[src/rtl/datapath_decode.sv]
// Decode / register-read stage: regfile, load-use stall, flush squash, ID/EX register.
// Optional macro DECODE_WB_BYPASS_EN: same-cycle writeback forwarding into read ports.
module datapath_decode #(
    parameter int IF_ID_WIDTH = 33,
    parameter int ID_EX_WIDTH = 70
) (
    input  logic                   clk,
    input  logic                   reset,
    input  logic [IF_ID_WIDTH-1:0] IF_ID,
    input  logic                   wb_en,
    input  logic [2:0]             wb_reg,
    input  logic [15:0]            wb_data,
    input  logic                   flush,
    output logic                   PCwrite,
    output logic                   if_id_hold,
    output logic [ID_EX_WIDTH-1:0] ID_EX
);

    logic [15:0] regs [8];

    logic        if_valid;
    logic [15:0] if_pc;
    logic [15:0] instr;
    logic [3:0]  op;
    logic        imm;
    logic [2:0]  rx;
    logic [2:0]  ry;

    logic [15:0] rx_val;
    logic [15:0] ry_val;
    logic        is_load;
    logic        wr_en;
    logic [2:0]  rd;

    logic        ex_valid;
    logic        ex_load;
    logic [2:0]  ex_rd;
    logic        stall;
    logic        stall_eff;

    logic [ID_EX_WIDTH-1:0] id_ex_d;

    assign if_valid = IF_ID[32];
    assign if_pc    = IF_ID[31:16];
    assign instr    = IF_ID[15:0];
    assign op       = instr[3:0];
    assign imm      = instr[4];
    assign rx       = instr[7:5];
    assign ry       = instr[10:8];

    assign ex_valid = ID_EX[69];
    assign ex_load  = ID_EX[4];
    assign ex_rd    = ID_EX[2:0];

    // Register read ports, optionally forwarding the writeback in flight.
    always_comb begin
        rx_val = regs[rx];
        ry_val = regs[ry];
`ifdef DECODE_WB_BYPASS_EN
        if (wb_en && (wb_reg == rx)) rx_val = wb_data;
        if (wb_en && (wb_reg == ry)) ry_val = wb_data;
`endif
    end

    // Destination decode: ALU/load ops write Rx, call writes the link register r7.
    always_comb begin
        is_load = 1'b0;
        wr_en   = 1'b0;
        rd      = 3'd0;
        unique case (op)
            4'h0, 4'h1, 4'h2, 4'h6: begin
                wr_en = 1'b1;
                rd    = rx;
            end
            4'h4: begin
                is_load = 1'b1;
                wr_en   = 1'b1;
                rd      = rx;
            end
            4'hC: begin
                wr_en = 1'b1;
                rd    = 3'd7;
            end
            default: begin
                wr_en = 1'b0;
            end
        endcase
    end

    // Load-use hazard against the load now in execute; flush overrides it.
    always_comb begin
        stall = ~reset & if_valid & ex_valid & ex_load
              & ((ex_rd == rx) | ((ex_rd == ry) & ~imm));
        stall_eff  = stall & ~flush;
        PCwrite    = ~stall_eff;
        if_id_hold = stall_eff;
    end

    // Next ID/EX contents: bubble on flush, stall or empty slot.
    always_comb begin
        id_ex_d = '0;
        if (if_valid && !flush && !stall) begin
            id_ex_d = {1'b1, if_pc, instr, rx_val, ry_val,
                       is_load, wr_en, rd};
        end
    end

    // ID/EX pipeline register.
    always_ff @(posedge clk) begin
        if (reset) ID_EX <= '0;
        else       ID_EX <= id_ex_d;
    end

    // Register file write port, driven by writeback regardless of stall/flush.
    always_ff @(posedge clk) begin
        if (reset) begin
            for (int i = 0; i < 8; i++) regs[i] <= 16'h0000;
        end else if (wb_en) begin
            regs[wb_reg] <= wb_data;
        end
    end

endmodule

[config.mk]
export PLATFORM = sky130hd
export DESIGN_NAME = datapath_decode
export DESIGN_NICKNAME = d
export VERILOG_FILES = /design/src/rtl/datapath_decode.sv
export SDC_FILE = /design/constraint.sdc
export NUM_CORES = 1
export LEC_CHECK = 0
export ABC_CLOCK_PERIOD_IN_PS = 2000
export CORE_ASPECT_RATIO = 0.6
export CORE_MARGIN = 2
export CORE_UTILIZATION = 35
export CTS_CLUSTER_SIZE = 30
export DETAILED_ROUTE_END_ITERATION = 10
export PLACE_DENSITY = 0.66
export SLEW_MARGIN = 20
export SYNTH_ARGS = -nofsm -noshare
export SYNTH_HDL_FRONTEND = slang
export SYNTH_SLANG_ARGS = --single-unit
export TNS_END_PERCENT = 10
[constraint.sdc]
create_clock -name clk -period 2 [get_ports clk]
set_clock_uncertainty 0.15 [all_clocks]
set_input_delay 0.3 -clock clk [delete_from_list [all_inputs] [get_ports clk]]
set_output_delay 0.3 -clock clk [all_outputs]
set_load 0.005 [all_outputs]
==> impl_metrics.env, run 1 <==
export IMPL_status="complete, but fails checks"
export IMPL_violations="negative setup slack"
export IMPL_clk_pin_slew_worst_paths_ps=60
export IMPL_synth_xor_xnor_area_share_pct=0.606
export IMPL_ys_top_cells_by_area="edfxtp_1 (44%), mux4_2 (17%), dfxtp_1 (16%), and2_1 (11%), mux2i_1 (3.7%)"
export IMPL_dr_pass1_iters=5
export IMPL_antenna_found_initial=0
export IMPL_reg2reg_slack_ps=-190
export IMPL_start_util_pct=35.8
export IMPL_antenna_cells=0
export IMPL_place_congestion=0.872
export IMPL_crit_end="ID_EX[4]"
export IMPL_wirelength_um=22800
export IMPL_rows=44
export IMPL_pwr_share_clk_pct=38.5
export IMPL_synth_common_cells="and2_1 (159), edfxtp_1 (128), dfxtp_1 (70)"
export IMPL_drv_cap=0
export IMPL_worstPathRequired_ps=2230
export IMPL_cts_root_buf="clkbuf_16"
export IMPL_cellLeakagePower_nw=4.18
export IMPL_cp_slowest_cell="clkdlybuf4s50_1"
export IMPL_arrival_ps=2420
export IMPL_path_cells="clkdlybuf4s50_1 > xor2_1 > nor4_4 > buf_4 > buf_6 > buf_6 > buf_6 > buf_6 > buf_6 > a21bo_4 > inv_8 > and4b_1"
export IMPL_path_delay_family="buffers and inverters"
export IMPL_yosys_area_share_simple_pct=15.3
export IMPL_areaGrowthSynthToFinish_pct=31.3
export IMPL_r2r_start="ID_EX[2]"
export IMPL_synthFlopType="edfxtp_1"
export IMPL_final_antenna_net_count=0
export IMPL_setup_viol_count_final=72
export IMPL_finalCritPeriodShare_pct=110
export IMPL_grt_setup_unrepaired="yes"
export IMPL_timing_final_hold_violations=0
export IMPL_yosysSeqAreaShare_pct=60.5
export IMPL_worstPathMaxFanout=34
export IMPL_synthCells=577
export IMPL_vias=5343
export IMPL_cts_hold_buf=0
export IMPL_cp_common_cell="buf_6"
export IMPL_final_cells=1071
export IMPL_io_pins=128
export IMPL_place_inst=1032
export IMPL_timing_hold_ws_ps=278
export IMPL_cts_path_max_buffers=2
export IMPL_via_per_inst=4.99
export IMPL_reg2reg_to="ID_EX[4]"
export IMPL_grt_use_total_pct=17.9
export IMPL_die_y_um=126
export IMPL_drc=0
export IMPL_design_area_um2=11400
export IMPL_numCtsBuffers=17
export IMPL_max_freq_mhz=456
export IMPL_synthDistinctLibCells=31
export IMPL_grt_start_max_net_pins=36
export IMPL_p_sw_share_pct=22.0
export IMPL_path_class="in2reg"
export IMPL_port_buffers=127
export IMPL_finalCriticalPeriod_ps=2190
export IMPL_crit_path_end_kind="flip-flop"
export IMPL_crit_buf_inv=8
export IMPL_die_x_um=207
export IMPL_synth_edf_count=128
export IMPL_yosys_mux_area_fraction_pct=20.3
export IMPL_grt_pass1_vias=5715
export IMPL_synth_top_family_by_area="multiplexers"
export IMPL_synthAdderAreaFrac_pct=0
export IMPL_yosysTopAreaCell="edfxtp_1"
export IMPL_synth_async_reset_ratio_pct=0
export IMPL_critical_path_max_stage_delay_ps=490
export IMPL_hp_class="in2reg"
export IMPL_worst_path_stages=12
export IMPL_setup_tns_ps=-9740
export IMPL_htreeDepth=4
export IMPL_synth_compound_area_share_pct=0.924
export IMPL_ys_warn_count=0
export IMPL_place_area_um2=10600
export IMPL_grt_pass1_wl_um=34200
export IMPL_cts_tree="done"
export IMPL_syn_area_per_cell_um2=15.0
export IMPL_wl_per_cell_um=21.3
export IMPL_grt_overflow_total=0
export IMPL_fin_util_pct=47.0
export IMPL_dp_hpwl_um=14600
export IMPL_irDropWorstVdd_mv=0.526
export IMPL_yosysMostFrequentCell="and2_1"
export IMPL_syn_nets=633
export IMPL_slew_violations=0
export IMPL_seq_power_share_pct=50.5
export IMPL_syn_cell_area_um2=8670
export IMPL_die_area_um2=26100
export IMPL_yosys_register_bits=198
export IMPL_nets=792
export IMPL_place_ws_ps=-586
export IMPL_worst_pin_slew_ps=739
export IMPL_initialDrtViolationCount=428
export IMPL_slew_headroom_pct=50.7
export IMPL_synth_top_area_share_pct=44.3
export IMPL_fin_total_pwr_mw=9.20
export IMPL_critical_path_startpoint_type="input pin"
export IMPL_crit_path_start="IF_ID[10]"
export IMPL_power_density_nw_per_um2=808
export IMPL_p_comb_share_pct=11.0
export IMPL_intPower_mw=7.18
export IMPL_r2r_cells=11
export IMPL_drive_gt1_share_pct=22.3
export IMPL_fin_ws_ps=-195
export IMPL_p_sw_mw=2.02
export IMPL_coreArea_um2=24200
export IMPL_clock_sinks=198
export IMPL_clock_latency_ps=440
## placed cells by master, fill, tap and decap left out, types with 2 or more instances in the layout
cell type | Yosys | layout
buf_4 | 0 | 31
nor2_1 | 46 | 45
nor3_2 | 1 | 2
clkbuf_8 | 0 | 3
clkinv_4 | 0 | 2
mux4_2 | 64 | 64
a2bb2oi_1 | 3 | 3
buf_2 | 13 | 3
inv_1 | 1 | 2
buf_6 | 5 | 7
clkbuf_1 | 17 | 4
xor2_2 | 0 | 3
or2_2 | 9 | 8
buf_12 | 0 | 12
clkbuf_16 | 0 | 20
mux2i_1 | 32 | 32
nand2b_1 | 2 | 2
a21oi_1 | 4 | 4
xor2_1 | 6 | 2
and4b_1 | 2 | 2
and2_1 | 159 | 159
edfxtp_1 | 128 | 128
dfxtp_1 | 70 | 68
clkdlybuf4s50_1 | 0 | 121
## layout make-up
| class | count | area [µm²] |
|---|---|---|
| repair buffers | 176 | 1800 |
| clock inverters | 5 | 60.1 |
| clock buffers | 27 | 557 |
| flip-flops and latches | 198 | 5250 |
| well taps | 322 | 403 |
| multi-input cells | 341 | 3300 |
| inverters | 2 | 15.0 |
| fillers | 2114 | 12800 |
## power by group through the flow
stage / clock [mW] / combinational (mW) / sequential (mW)
2_1_floorplan: 0 / 0.526 / 4.71
3_3_place_gp: 0 / 0.985 / 4.72
3_5_place_dp: 0 / 0.996 / 4.74
4_1_cts: 3.60 / 1.01 / 4.65
5_1_grt: 3.78 / 1.08 / 4.67
6_report: 3.54 / 1.02 / 4.65
## flip-flops by register name, summed over array words and instances (netlist names)
| name | count |
|---|---|
| regs | 128 |
| ID_EX | 70 |
## repair_timing
action	4_1_cts	5_1_grt
pin swaps	9	4
endpoints found under the setup margin	7	72
cloned	0	0
resized for setup	24	10
setup buffers	7	1
## cells by family after synthesis
logic type | count (synthesis)
simple gates | 228
xor+xnor | 6
flops | 198
buf+inv | 38
compound gates | 11
mux | 96
## layer usage
layer	track usage (%)	part of all wire [%]
met1	23.8	45
met2	28.9	47
met3	4.29	5.7
met4	5.92	1.8
met5	0	0
## how the worst min path moves through the flow
stage,depth (start not counted),start,slack [ps],end
after floorplan,1,IF_ID[1],270,ID_EX[38]
after global placement,3,regs[4][15],560,ID_EX[36]
after detailed placement,3,regs[2][10],560,ID_EX[31]
after CTS,2,IF_ID[29],260,ID_EX[66]
after global routing,2,IF_ID[18],270,ID_EX[55]
final,2,IF_ID[14],280,ID_EX[51]
No activity file was read; power rests on OpenSTA's default activity.
==> inputs of run 2 (changes only) <==
GPL_ROUTABILITY_DRIVEN = 0   (was default)
==> results of run 2 <==
The final DEF is identical to that of run 1; final timing and power are the same.
==> inputs of run 3 (changes only) <==
CORE_UTILIZATION = 49   (was 35)
PLACE_DENSITY = 0.84   (was 0.66)
==> run 3 against run 2 <==
The run still ends with negative setup slack left. Utilization increased by 18 points. First-iteration DRC count increased by 14%. Largest cell class unchanged. Setup slack got worse by 7.9 ps.
==> impl_metrics.env, run 3 (same netlist as run 1, synthesis figures left out) <==
export IMPL_wirelength_um=21500
export IMPL_slew_headroom_pct=53.2
export IMPL_initialDrtViolationCount=488
export IMPL_setup_viol_count_final=2
export IMPL_finalCritPeriodShare_pct=110
export IMPL_wl_per_cell_um=21.9
export IMPL_mostFrequentLayoutCell="and2_1"
export IMPL_most_common_layout_cells="and2_1 (159), edfxtp_1 (128), clkdlybuf4s50_1 (120), dfxtp_1 (68), mux4_2 (64)"
export IMPL_antenna_found_initial=0
export IMPL_fin_total_pwr_mw=9.07
export IMPL_largest_register_ffs=128
export IMPL_drv_cap=0
export IMPL_place_ws_ps=-681
export IMPL_grt_pass1_wl_um=32400
export IMPL_cp_slowest_cell="dfxtp_4"
export IMPL_drive_gt1_share_pct=22.4
export IMPL_critical_path_startpoint_type="flip-flop"
export IMPL_top_regs="regs (128), ID_EX (70)"
export IMPL_antenna_cells=0
export IMPL_cts_tree="done"
export IMPL_io_pins=128
export IMPL_crit_buf_inv=1
export IMPL_worstPathRequired_ps=1550
export IMPL_worst_path_stages=5
export IMPL_finalCriticalPeriod_ps=2200
export IMPL_rows=37
export IMPL_die_x_um=176
export IMPL_r2r_start="ID_EX[1]"
export IMPL_die_y_um=107
export IMPL_via_per_inst=5.62
export IMPL_cts_path_max_buffers=2
export IMPL_numCtsBuffers=17
export IMPL_regMostFlops="regs"
export IMPL_hp_class="in2reg"
export IMPL_holdPathStages=2
export IMPL_grt_setup_unrepaired="yes"
export IMPL_dr_pass1_iters=5
export IMPL_start_util_pct=50.3
export IMPL_reg2reg_to="ID_EX[26]"
export IMPL_clk_pin_slew_worst_paths_ps=70
export IMPL_vias=5511
export IMPL_status="complete, but fails checks"
export IMPL_grt_overflow_total=0
export IMPL_arrival_ps=1750
export IMPL_coreArea_um2=17200
export IMPL_r2r_cells=8
export IMPL_path_class="reg2out"
export IMPL_slew_violations=0
export IMPL_timing_final_hold_violations=0
export IMPL_grt_start_max_net_pins=36
export IMPL_path_delay_family="simple AND/OR/NAND/NOR gates"
export IMPL_crit_path_end_kind="output pin"
export IMPL_clock_latency_ps=430
export IMPL_cellLeakagePower_nw=4.17
export IMPL_worst_pin_slew_ps=701
export IMPL_path_cells="xor2_4 > nor4_4 > o21ai_2 > or2_4 > buf_6"
export IMPL_power_density_nw_per_um2=809
export IMPL_nets=789
export IMPL_violations="negative setup slack"
export IMPL_areaGrowthSynthToFinish_pct=29.4
export IMPL_drc=0
export IMPL_cts_hold_buf=0
export IMPL_final_antenna_net_count=0
export IMPL_cts_root_buf="clkbuf_16"
export IMPL_irDropWorstVdd_mv=0.650
export IMPL_max_freq_mhz=454
export IMPL_grt_use_total_pct=23.5
export IMPL_critical_path_max_stage_delay_ps=380
export IMPL_crit_path_start="ID_EX[1]"
export IMPL_fin_ws_ps=-203
export IMPL_dp_hpwl_um=13700
export IMPL_nFillCells=1195
export IMPL_die_area_um2=18800
export IMPL_crit_end="PCwrite"
export IMPL_htreeDepth=4
export IMPL_grt_pass1_vias=5697
export IMPL_reg2reg_slack_ps=60
export IMPL_port_buffers=127
export IMPL_clock_sinks=198
export IMPL_worstPathMaxFanout=3
-- run 3: timing repair --
item                       CTS  global route
buffers inserted             2             5
resized for setup           15            14
gates cloned                 0             3
pin swaps                    2             3
setup endpoints to repair    2           147
-- run 3: power by group --
part,switching [mW],total [mW],leakage [nW],internal (mW)
combinational,0.428,0.990,2.07,0.561
sequential,0.112,4.67,1.80,4.56
clock,1.57,3.41,0.300,1.84
-- run 3: routing by layer --
metal	GRT usage (%)	wire, µm
met1	30.6	9010
met5	0	0
met4	6.08	286
met3	6.03	1680
met2	39.8	10500
-- run 3: worst min-delay path by stage --
stage	from	endpoint
after global placement	regs[1][15]	ID_EX[36]
after detailed placement	regs[1][15]	ID_EX[20]
final	IF_ID[16]	ID_EX[53]
after global routing	IF_ID[16]	ID_EX[53]
after CTS	IF_ID[16]	ID_EX[53]
after floorplan	IF_ID[1]	ID_EX[38]
-- run 3: per-stage QoR --
stage | hold slack (ps) | std cells | cell area (µm²) | util [%] | TNS, ps
after floorplan | 272 | 577 | 8670 | - | 0
after detailed placement | 564 | 939 | 10400 | 60.7 | -107810
after CTS | 265 | 973 | 11100 | 64.3 | -444
final | 278 | 980 | 11200 | 65.1 | -369
after global routing | 268 | 980 | 11200 | 65.1 | -518
after global placement | 557 | 939 | 10400 | 60.7 | -92420
-- run 3: layout make-up --
cell class              count  area, µm²  share of cell area (%)
clock buffers              19        475                    4.24
clock inverters            13        123                    1.09
inverters                   2       20.0                   0.178
multi-input cells         341       3280                    29.3
flip-flops and latches    198       5250                    46.8
well taps                 234        293                    2.61
repair buffers            170       1750                    15.6
repair inverters            3       26.3                   0.234
==> RTL change 1, RTL diff (settings of run 1) <==
Add a define of `DECODE_WB_BYPASS_EN`.
--- a/src/rtl/datapath_decode.sv
+++ b/src/rtl/datapath_decode.sv
@@ -1,4 +1,6 @@
 // Decode / register-read stage: regfile, load-use stall, flush squash, ID/EX register.
 // Optional macro DECODE_WB_BYPASS_EN: same-cycle writeback forwarding into read ports.
+`define DECODE_WB_BYPASS_EN
+
 module datapath_decode #(
     parameter int IF_ID_WIDTH = 33,
Formal check against the unedited RTL: not equivalent (a bounded check fails within 4 cycles, from zero or initial values and one cycle with reset high).
==> RTL change 1 against run 1 <==
The run still ends with setup timing left; worst setup slack got worse by 0.18 ns; synthesized cell count rose by 9.0%; fmax shrank 7.4%; total power increased by 1.3%; synthesized area increased by 5.1%; routed wire length grew 11%; register-to-register slack gained 0.21 ns; cell area is 6.0% higher; sequential cell count did not move; via count up 13%; cell count rose by 8.6%; largest power group unchanged.
==> RTL change 1: results (changes against run 1) <==
| Metric | Value |
|---|---|
| Worst Hold Margin | 0.181 ns (-0.0975 ns) |
| Power Density | 772 nW/um^2 (-4.5%) |
| Post-synth ARST share | 0 (unchanged) |
| GRT Util Overall | 0.186 (+0.00733) |
| Weighted congestion reported at the end of routability-driven placement | 0.750 (-14%) |
| Worst hold path depth | 3 (+1) |
| Cell count after synthesis | 629 (+9.0%) |
| Portion of total power attributed to combinational logic | 0.120 (+0.010) |
| Layout cell share with drive strength beyond 1 | 0.233 (+0.0101) |
| Worst EP arrival | 1.92 ns (-0.50 ns) |
| Slowest library cell on the worst path | sky130_fd_sc_hd__or4_4 |
| Yosys warning count | 0 (unchanged) |
| Placed insts | 1124 (+8.9%) |
| Clock share of power | 0.380 (-0.005) |
| Fin Setup TNS | -0.699 ns (+9.04 ns) |
| Switching share of total power | 0.222 (+0.00235) |
| Min-Delay Startpoint | IF_ID[5] |
| Non-filler instance count after layout | 1163 (+8.6%) |
| Library cells used by synthesis | 30 (-3.2%) |
| Placed wire-length estimate after detailed placement | 16300 um (+11%) |
| Fin util | 0.474 (+0.00435) |
| Cts bufs inserted | 17 (unchanged) |
| Smallest setup slack after layout | -0.370 ns (-0.175 ns) |
| Number of global-route vias before repair | 5984 (+4.7%) |
| Wirelength per Cell | 21.8 um (+2.4%) |
| Largest fanout on the critical path | 2 (-94%) |
| Minimum setup slack among reg-to-reg paths | 0.02 ns (+0.21 ns) |
| Post-synth net total | 685 (+8.2%) |
| Worst Hold Endpoint | ID_EX[42] |
| Peak supply drop | 0.499 mV (-5.0%) |
| Fraction of the yosys area taken by sequential cells | 0.576 (-0.0291) |
| Final-report setup violation count | 2 (-97%) |
| Crit path largest cell delay | 0.52 ns (+0.03 ns) |
| Kind of cell adding the most delay to the critical path | simple AND/OR/NAND/NOR gates |
| Leakage | 4.27 nW (+2.1%) |
| Leading post-synthesis cells by cell area | sky130_fd_sc_hd__edfxtp_1 42%, sky130_fd_sc_hd__mux4_2 16%, sky130_fd_sc_hd__dfxtp_1 15% |
| Fraction of the mapped netlist area in compound gates | 0.0359 (+0.0266) |
| Maximum number of pins on one net before global-route repair | 71 (+97%) |
| Fraction of synthesized cell area in xor and xnor cells | 0.0115 (+0.00548) |
| # Post-CTS Setup Buffers | 2 (-5) |
| Placement-stage cell area | 11300 um^2 (+6.4%) |
| Leading post-synthesis cells by instance count | 128 x sky130_fd_sc_hd__and2_1, 128 x sky130_fd_sc_hd__edfxtp_1, 70 x sky130_fd_sc_hd__dfxtp_1 |
| Count of nets after finishing | 854 (+7.8%) |
| 1st-iter DRT viols | 536 (+25%) |
| Worst setup path endpoint | if_id_hold |
| Portion of netlist area occupied by mux cells | 0.193 (-0.00978) |
| Critical path start-end classification | reg2out |
| R2R Path End | ID_EX[20] |
| Result of the run | complete, but fails checks |
| Vias | 6032 (+13%) |
| Final Critical Period | 2.37 ns (+0.175 ns) |
| Transition at the pin with the smallest max-transition slack | 0.594 ns (-0.145 ns) |
| Violated checks | setup timing |
| Worst-case reg-to-reg path depth | 7 (-4) |
[RTL change 1: changes by cell type after synthesis, moves of 7 or more]
cell | before | now
sky130_fd_sc_hd__and2_1 | 159 | 128
sky130_fd_sc_hd__xnor2_1 | 0 | 9
sky130_fd_sc_hd__a2111oi_0 | 0 | 32
sky130_fd_sc_hd__clkbuf_1 | 17 | 24
sky130_fd_sc_hd__nor3b_1 | 1 | 32
sky130_fd_sc_hd__buf_4 | 0 | 13
[RTL change 1: cell type report]
cell class | count | area [um^2]
tap | 352 | 440
fill | 2209 | 13400
timing repair buffer | 202 | 2150
sequential | 198 | 5250
clock inverter | 9 | 124
multi-input combinational | 379 | 3630
clock buffer | 23 | 478
[RTL change 1: layer usage]
metal / vias up / wire, um / track usage
li1: 2722 / - / -
met1: 3035 / 11900 / 0.268
met2: 252 / 10800 / 0.275
met3: 23 / 2280 / 0.0532
met4: 0 / 286 / 0.0506
met5: - / 0 / 0
==> RTL change 2, RTL diff (flow settings as in run 1) <==
Made on the original files. Register the inputs `IF_ID` and `flush` before use, without a reset. The logic sees them one clock later. The other inputs are not delayed to match.
--- a/src/rtl/datapath_decode.sv
+++ b/src/rtl/datapath_decode.sv
@@ -16,4 +16,12 @@
     output logic [ID_EX_WIDTH-1:0] ID_EX
 );
+
+    logic [IF_ID_WIDTH-1:0] IF_ID_q;
+    logic flush_q;
+
+    always_ff @(posedge clk) begin
+        IF_ID_q <= IF_ID;
+        flush_q <= flush;
+    end
 
     logic [15:0] regs [8];
@@ -41,7 +49,7 @@
     logic [ID_EX_WIDTH-1:0] id_ex_d;
 
-    assign if_valid = IF_ID[32];
-    assign if_pc    = IF_ID[31:16];
-    assign instr    = IF_ID[15:0];
+    assign if_valid = IF_ID_q[32];
+    assign if_pc    = IF_ID_q[31:16];
+    assign instr    = IF_ID_q[15:0];
     assign op       = instr[3:0];
     assign imm      = instr[4];
@@ -92,5 +100,5 @@
         stall = ~reset & if_valid & ex_valid & ex_load
               & ((ex_rd == rx) | ((ex_rd == ry) & ~imm));
-        stall_eff  = stall & ~flush;
+        stall_eff  = stall & ~flush_q;
         PCwrite    = ~stall_eff;
         if_id_hold = stall_eff;
@@ -100,5 +108,5 @@
     always_comb begin
         id_ex_d = '0;
-        if (if_valid && !flush && !stall) begin
+        if (if_valid && !flush_q && !stall) begin
             id_ex_d = {1'b1, if_pc, instr, rx_val, ry_val,
                        is_load, wr_en, rd};
Formal check against the unedited RTL: not equivalent (a bounded check fails within 4 cycles, from zero or initial values and one cycle with reset high).
==> RTL change 2 against run 1 <==
The run still ends with setup timing left; sequential cell count is 34 higher; routed wire length is 0.39% lower; total power is 16% higher; worst setup slack worse by 0.056 ns; cell area is 7.4% higher; synthesized area is 8.0% higher; sequential share of layout area is 2.4 points higher.
==> RTL change 2: results (changes against run 1) <==
| Metric | Value |
|---|---|
| Leading post-synthesis cells by cell area | sky130_fd_sc_hd__edfxtp_1 41%, sky130_fd_sc_hd__dfxtp_1 22%, sky130_fd_sc_hd__mux4_2 15% |
| Min-Delay Startpoint | IF_ID[8] |
| Proportion of power drawn by flip-flops and latches | 0.506 (about the same) |
| Smallest setup slack after layout | -0.251 ns (-0.0564 ns) |
| Syn avg cell area | 15.4 um^2 (+2.3%) |
| Portion of netlist area occupied by mux cells | 0.188 (-0.0151) |
| Detailed-routed wire length on met2 | 9370 um (-13%) |
| Leakage | 4.48 nW (+7.2%) |
| M1 wire length | 10700 um (+3.6%) |
| Worst EP arrival | 1.80 ns (-0.62 ns) |
| Final-report setup violation count | 2 (-97%) |
| Power Density | 873 nW/um^2 (+8.0%) |
| CTS H-tree lvls | 1 (-3) |
| Number of global-route vias before repair | 5460 (-4.5%) |
| Wirelength per Cell | 19.8 um (-6.7%) |
| Wire length of the first global-routing pass | 33400 um (-2.2%) |
| Clock tree buffer depth | 3 (+1) |
| Count of nets after finishing | 826 (+4.3%) |
| Maximum number of pins on one net before global-route repair | 35 (-2.8%) |
| Met3 Routed Length | 2360 um (+81%) |
| Global-route met1 utilization | 0.239 (+0.000740) |
| Met2 capacity usage during global routing | 0.231 (-0.0581) |
| Worst slack, placed | -0.349 ns (+0.237 ns) |
| Initial DRT Pass Iterations | 4 (-1) |
| Minimum setup slack among reg-to-reg paths | 0.01 ns (+0.20 ns) |
| Violated checks | setup timing |
| Launching instance or port of the critical path | IF_ID_q[10] |
| Vias per cell | 4.71 (-5.6%) |
| Worst Hold Margin | 0.0753 ns (-0.203 ns) |
| Post-synth net total | 665 (+5.1%) |
| Result of the run | complete, but fails checks |
| Largest fanout on the critical path | 2 (-94%) |
| Placed wire-length estimate after detailed placement | 15600 um (+6.9%) |
| Worst skew pair latency | 0.51 ns (+0.07 ns) |
| Worst hold path depth | 1 (-1) |
| GRT Util Overall | 0.159 (-0.0195) |
| Portion of total power attributed to combinational logic | 0.094 (-0.016) |
| Library cells used by synthesis | 29 (-6.5%) |
| Met3 track demand over resource in global routing | 0.0470 (+0.00410) |
| Crit path largest cell delay | 0.33 ns (-0.16 ns) |
==> RTL change 2: cell count changes after synthesis, moves of 2 or more <==
cell / run 1 / this run
sky130_fd_sc_hd__dfxtp_1: 70 / 104
sky130_fd_sc_hd__buf_6: 5 / 8
sky130_fd_sc_hd__buf_2: 13 / 10
sky130_fd_sc_hd__a2bb2oi_1: 3 / 0
sky130_fd_sc_hd__nor2_1: 46 / 44
==> RTL change 2: worst max-delay path: cells and delay by family (launching register included) <==
kind | cells | cell delay, ns
xor+xnor | 1 | 0.16
flops | 1 | 0.33
compound gates | 1 | 0.05
buf+inv | 2 | 0.28
simple gates | 2 | 0.48
==> RTL change 2: timing repair <==
action	in CTS	in global routing
endpoints found under the setup margin	20	55
pin swaps	3	11
buffers inserted	1	2
gates cloned	0	2
resized for setup	17	32
==> RTL change 2: final cells by class <==
| class | count | area [um^2] | area share |
|---|---|---|---|
| timing repair buffer | 172 | 1760 | 0.144 |
| clock buffer | 33 | 687 | 0.0562 |
| sequential | 232 | 5930 | 0.486 |
| clock inverter | 6 | 53.8 | 0.00440 |
| multi-input combinational | 340 | 3320 | 0.272 |
| inverter | 1 | 8.76 | 0.000717 |
| tap | 360 | 450 | 0.0369 |
==> RTL change 2: worst max path at each step <==
stage | depth (start not counted) | to
after floorplan | 4 | regs[1][0]
after global placement | 5 | regs[2][11]
after detailed placement | 5 | regs[2][12]
after CTS | 6 | PCwrite
after global routing | 6 | PCwrite
final | 6 | PCwrite
==> RTL change 2: cell families (layout without fill, tap and decap cells) <==
family                    after synthesis  after routing
xor gates and xnor gates                6              6
and+or+nand+nor                       230            230
muxes                                  96             96
DFF                                   232            232
AOI/OAI and AO/OA                       8              8
buffers and inverters                  37            212
